[src/rtl/viterbi_pkg.sv]
// Shared constants and types for the K=7 rate-1/2 convolutional encoder.
// Holds generator polynomials, tail length, symbol type and FSM states.
package viterbi_pkg;

  localparam int         K        = 7;
  localparam logic [6:0] G0       = 7'o171;
  localparam logic [6:0] G1       = 7'o133;
  localparam int         TAIL_LEN = 6;

  typedef logic [1:0] sym_t;

  typedef enum logic [1:0] {
    IDLE,
    DATA,
    TAIL
  } enc_state_e;

endpackage

[src/rtl/conv_enc_core.sv]
// K=7 shift register and parity logic; sym_o is combinational from sr and bit_i.
// Ports: clk, rst (async active-low), shift_en, bit_i, sym_o {g0,g1}.
module conv_enc_core
  import viterbi_pkg::*;
(
  input  logic       clk,
  input  logic       rst,
  input  logic       shift_en,
  input  logic       bit_i,
  output logic [1:0] sym_o
);

  logic [K-2:0] sr_q;
  logic [K-2:0] sr_d;
  logic [K-1:0] v;

  // v places the new bit at the MSB and the oldest bit at the LSB
  always_comb begin
    v[K-1] = bit_i;
    for (int i = 0; i < K-1; i++) begin
      v[K-2-i] = sr_q[i];
    end
  end

  assign sym_o = {^(v & G0), ^(v & G1)};

  always_comb begin
    sr_d = sr_q;
    if (shift_en) begin
      sr_d = {sr_q[K-3:0], bit_i};
    end
  end

  always_ff @(posedge clk or negedge rst) begin
    if (!rst) begin
      sr_q <= '0;
    end else begin
      sr_q <= sr_d;
    end
  end

endmodule

[src/rtl/conv_enc_framer.sv]
// Framing convolutional encoder: serial bits in, 2-bit symbols out, 6-bit zero tail.
// Ports: clk, rst, enable/data/valid/last in, ready out, symbol handshake,
// busy_o, word_ct_o, err_inj_o. Option macro: CONV_ENC_ERR_INJ_EN.
module conv_enc_framer
  import viterbi_pkg::*;
#(
  parameter int CT_W = 16
`ifdef CONV_ENC_ERR_INJ_EN
  ,
  parameter int ERR_PERIOD = 37
`endif
) (
  input  logic            clk,
  input  logic            rst,
  input  logic            enable_encoder_i,
  input  logic            encoder_i,
  input  logic            encoder_valid_i,
  input  logic            encoder_last_i,
  output logic            encoder_ready_o,
  output logic [1:0]      enc_sym_o,
  output logic            enc_valid_o,
  input  logic            enc_ready_i,
  output logic            busy_o,
  output logic [CT_W-1:0] word_ct_o,
  output logic            err_inj_o
);

  enc_state_e      state_q, state_d;
  logic [2:0]      tail_q, tail_d;
  logic            vld_q;
  sym_t            sym_q, sym_d;
  logic [CT_W-1:0] ct_q;

  logic slot_free;
  logic xfer;
  logic accept;
  logic load;
  logic enc_bit;
  sym_t core_sym;

  assign slot_free = !vld_q || enc_ready_i;
  assign xfer      = vld_q && enc_ready_i;

  // gated by rst so ready reads low while reset is held
  assign encoder_ready_o = rst && enable_encoder_i && slot_free
                           && (state_q != TAIL);

  assign accept  = encoder_valid_i && encoder_ready_o;
  assign load    = accept || ((state_q == TAIL) && slot_free);
  assign enc_bit = (state_q == TAIL) ? 1'b0 : encoder_i;

  conv_enc_core u_core (
    .clk      (clk),
    .rst      (rst),
    .shift_en (load),
    .bit_i    (enc_bit),
    .sym_o    (core_sym)
  );

  always_comb begin
    state_d = state_q;
    tail_d  = tail_q;
    unique case (state_q)
      IDLE, DATA: begin
        if (accept) begin
          state_d = encoder_last_i ? TAIL : DATA;
        end
      end
      TAIL: begin
        if (slot_free) begin
          if (tail_q == 3'(TAIL_LEN-1)) begin
            state_d = IDLE;
            tail_d  = 3'd0;
          end else begin
            tail_d = tail_q + 3'd1;
          end
        end
      end
      default: begin
        state_d = IDLE;
        tail_d  = 3'd0;
      end
    endcase
  end

`ifdef CONV_ENC_ERR_INJ_EN
  logic [9:0] lfsr_q;
  logic [9:0] per_q;
  logic       err_q;
  logic       hit;

  // per_q counts loaded symbols; hit marks every ERR_PERIOD-th one
  assign hit = (per_q == 10'(ERR_PERIOD-1));

  always_comb begin
    sym_d = core_sym;
    if (hit) begin
      sym_d = core_sym ^ (lfsr_q[0] ? 2'b10 : 2'b01);
    end
  end

  always_ff @(posedge clk or negedge rst) begin
    if (!rst) begin
      lfsr_q <= 10'h001;
      per_q  <= '0;
      err_q  <= 1'b0;
    end else begin
      if (xfer) begin
        lfsr_q <= {lfsr_q[8:0], lfsr_q[9] ^ lfsr_q[6]};
      end
      if (load) begin
        per_q <= hit ? 10'd0 : per_q + 10'd1;
        err_q <= hit;
      end
    end
  end

  assign err_inj_o = err_q && vld_q;
`else
  assign sym_d     = core_sym;
  assign err_inj_o = 1'b0;
`endif

  always_ff @(posedge clk or negedge rst) begin
    if (!rst) begin
      state_q <= IDLE;
      tail_q  <= 3'd0;
      vld_q   <= 1'b0;
      sym_q   <= 2'b00;
      ct_q    <= '0;
    end else begin
      state_q <= state_d;
      tail_q  <= tail_d;
      if (load) begin
        vld_q <= 1'b1;
        sym_q <= sym_d;
      end else if (enc_ready_i) begin
        vld_q <= 1'b0;
      end
      if (xfer) begin
        ct_q <= ct_q + 1'b1;
      end
    end
  end

  assign enc_valid_o = vld_q;
  assign enc_sym_o   = sym_q;
  assign busy_o      = (state_q != IDLE) || vld_q;
  assign word_ct_o   = ct_q;

endmodule

[config.mk]
export PLATFORM = sky130hd
export DESIGN_NAME = conv_enc_framer
export DESIGN_NICKNAME = d
export VERILOG_FILES = /design/src/rtl/viterbi_pkg.sv /design/src/rtl/conv_enc_core.sv /design/src/rtl/conv_enc_framer.sv
export SDC_FILE = /design/constraint.sdc
export NUM_CORES = 1
export LEC_CHECK = 0
export CAP_MARGIN = 20
export CORE_MARGIN = 10
export CORE_UTILIZATION = 30
export DETAILED_ROUTE_END_ITERATION = 16
export DONT_BUFFER_PORTS = 1
export SLEW_MARGIN = 5
export SYNTH_ARGS = -nofsm -noshare
export SYNTH_HDL_FRONTEND = slang
export SYNTH_SLANG_ARGS = --single-unit
export TNS_END_PERCENT = 50
[constraint.sdc]
create_clock -name clk -period 4.5 [get_ports clk]
set_input_delay 0.45 -clock clk [delete_from_list [all_inputs] [get_ports clk]]
set_output_delay 0.45 -clock clk [all_outputs]
set_load 0.01 [all_outputs]
==> flow_summary.ini <==
[global_route]
grt_pass1_vias = 951
grt_max_degree = 31
antenna_found_initial = 0
globalRouteOverflowTotal = 0
grt_usage = 0.0804
grt_pass1_wl_mm = 4.88

[timing]
setup_viol = 0
slew_headroom = 0.620
min_period_ns = 1.85
holdWs_ns = 0.283
fmax_mhz = 540
timing_hold_violations_final = 0
fin_skew_ns = 0.00339
worst_pin_slew_ns = 0.569
final_max_slew_viol_count = 0
setup_ws_ns = 2.65
fin_crit_sh = 0.412
rsz0062_at_grt = no
setup_tns_ns = 0

[logic_synthesis]
async_flop_share = 1.00
syn_area_um2 = 1380
syn-num-nets = 125
synth_warnings = 0
synth_area_per_cell_um2 = 11.8
ys_types = 30
synth_cells = 117
ys_seq_area_frac = 0.542
ys_seq_elements = 30
synth-edff-count = 0
synth-main-ff-cell = dfrtp_1

[run]
maxCapViolations = 0

[setup_path]
cpMaxStageDelayCell = dfrtp_1
critPathLaunchType = flop
crit_chain = nand2b_1, and2_1, and3_1
cp_max_fo = 7
cp_slowest_stage_delay_ns = 0.47
cp_data_arrival_time_ns = 1.40
crit_required_ns = 4.05
critPathCaptureType = output pin
critPathKind = reg -> out

[layout]
post-route-util = 0.353
fillCellCount = 443
antenna_cells = 0
layout_commonest_cell = dfrtp_1
drive_above_1_share = 0.120
layout_common_cells = dfrtp_1 (30), xnor2_1 (14), nand2_1 (12)
multiInputGateArea_um2 = 607
seq_area_um2 = 751
area_growth_syn_to_layout_pct = 12.7
layout.nets = 132

[clocking]
cts_tree = built
cts_sinks = 30
h-tree-depth = 2
post_cts_buffers = 0
cts.clk_slew.worst_paths_ns = 0.06
tritoncts.num_buffers = 5
clk_path_buf_depth = 2
clk_latency_ns = 0.27
cts_root_buffer = clkbuf_8
postCtsHoldBufs = 2
post_cts_resized = 0

[detailed_routing]
vias = 899
first_iter_violations = 72
avgViaCountPerCell = 5.08
drc = 0
wirelength_mm = 2.91
first_pass_iters = 4
ant_nets = 0
routedWlPerCell_um = 16.4

[worst_hold_path]
min-delay-path-class = in -> reg

[die]
die_x_um = 87.9
coreArea_um2 = 4410
fp.dieArea_um2 = 7730
start_util = 0.313
die_h_um = 87.9
rows = 24
ios = 29

[place]
pre_cts_slack_ns = 2.91
port_buffers = 0
hpwl_mm = 2.14
gp_congestion = 0.627

[pwr]
ir_worst_vdd_mv = 0.219
p_leak_nw = 0.713
p_per_area_nw_per_um2 = 604

[outcome]
status = finished clean
## per-layer routing
metal / vias to the layer above / part of all wire / global-route usage
li1: 423 / - / -
met1: 455 / 0.41 / 0.0887
met2: 19 / 0.52 / 0.133
met3: 2 / 0.062 / 0.0306
met4: 0 / 0.014 / 0.0391
met5: - / 0 / 0
## layout make-up
| type | instances | share of cell area |
|---|---|---|
| repair buffers | 2 | 0.0193 |
| flip-flops and latches | 30 | 0.482 |
| well taps | 52 | 0.0417 |
| multi-input cells | 81 | 0.389 |
| clock buffers | 7 | 0.0554 |
| clock inverters | 1 | 0.00321 |
| inverters | 4 | 0.00963 |
## worst max-delay path, delay by kind of cell (launching register included)
| family | cells | cell delay (ns) |
|---|---|---|
| DFF | 1 | 0.47 |
| and+or+nand+nor | 3 | 0.67 |
## per-stage QoR
| stage | std cells | power (W) | instance area (um^2) |
|---|---|---|---|
| finish | 177 | 0.000941 | 1560 |
| global route | 177 | 0.000997 | 1560 |
| CTS | 177 | 0.000951 | 1560 |
| detailed placement | 167 | 0.000719 | 1440 |
| global placement | 167 | 0.000696 | 1440 |
| floorplan | 117 | 0.000654 | 1380 |
## cell families (layout without fill, tap and decap cells)
kind of cell               count (synthesis)  count (layout)  synth area share
other                                      1               1           0.00271
buffers and inverters                      6              14            0.0190
adders and majority gates                  1               1           0.00904
and+or+nand+nor                           40              40             0.157
DFF                                       30              30             0.542
muxes                                      9               9            0.0723
AOI/OAI and AO/OA                         11              11            0.0515
xor gates and xnor gates                  19              19             0.146
## state kept, by name (all words and copies together) (netlist names)
| register | cells |
|---|---|
| enc_sym_o | 2 |
| u_core.sr_q | 6 |
| state_q | 2 |
| tail_q | 3 |
| word_ct_o | 16 |
| enc_valid_o | 1 |
## final timing paths
check / from / end / slack (ns) / depth (start not counted)
hold reg to reg: u_core.sr_q[3] / u_core.sr_q[4] / 0.49 / 1
setup / recovery: enc_valid_o / encoder_ready_o / 2.65 / 3
max in group asynchronous: rst / tail_q[2] / 3.72 / 2
setup reg to reg: enc_valid_o / word_ct_o[13] / 2.90 / 4
hold / removal: encoder_last_i / state_q[0] / 0.28 / 1
min in group asynchronous: rst / word_ct_o[8] / 0.62 / 2
## cells in the mapped netlist (all sizes together), types with 2 or more instances
| cell type | count | share of area |
|---|---|---|
| xnor2 | 15 | 0.10 |
| dfrtp | 30 | 0.54 |
| and2 | 2 | 0.0090 |
| nand2b | 2 | 0.0090 |
| xor2 | 2 | 0.013 |
| mux2 | 8 | 0.065 |
| nand2 | 12 | 0.033 |
| and4 | 3 | 0.019 |
| nand4 | 4 | 0.018 |
| inv | 4 | 0.011 |
| and3 | 7 | 0.032 |
| o22ai | 4 | 0.018 |
| xnor3 | 2 | 0.033 |
| a21oi | 4 | 0.017 |
| nand3 | 6 | 0.022 |
## power breakdown
group	switching [W]	internal, W
Combinational	0.000109	0.000160
Clock	0.000100	0.000123
Sequential	0.000105	0.000344
Total	0.000313	0.000627
Power figures use the tool's default switching activity.
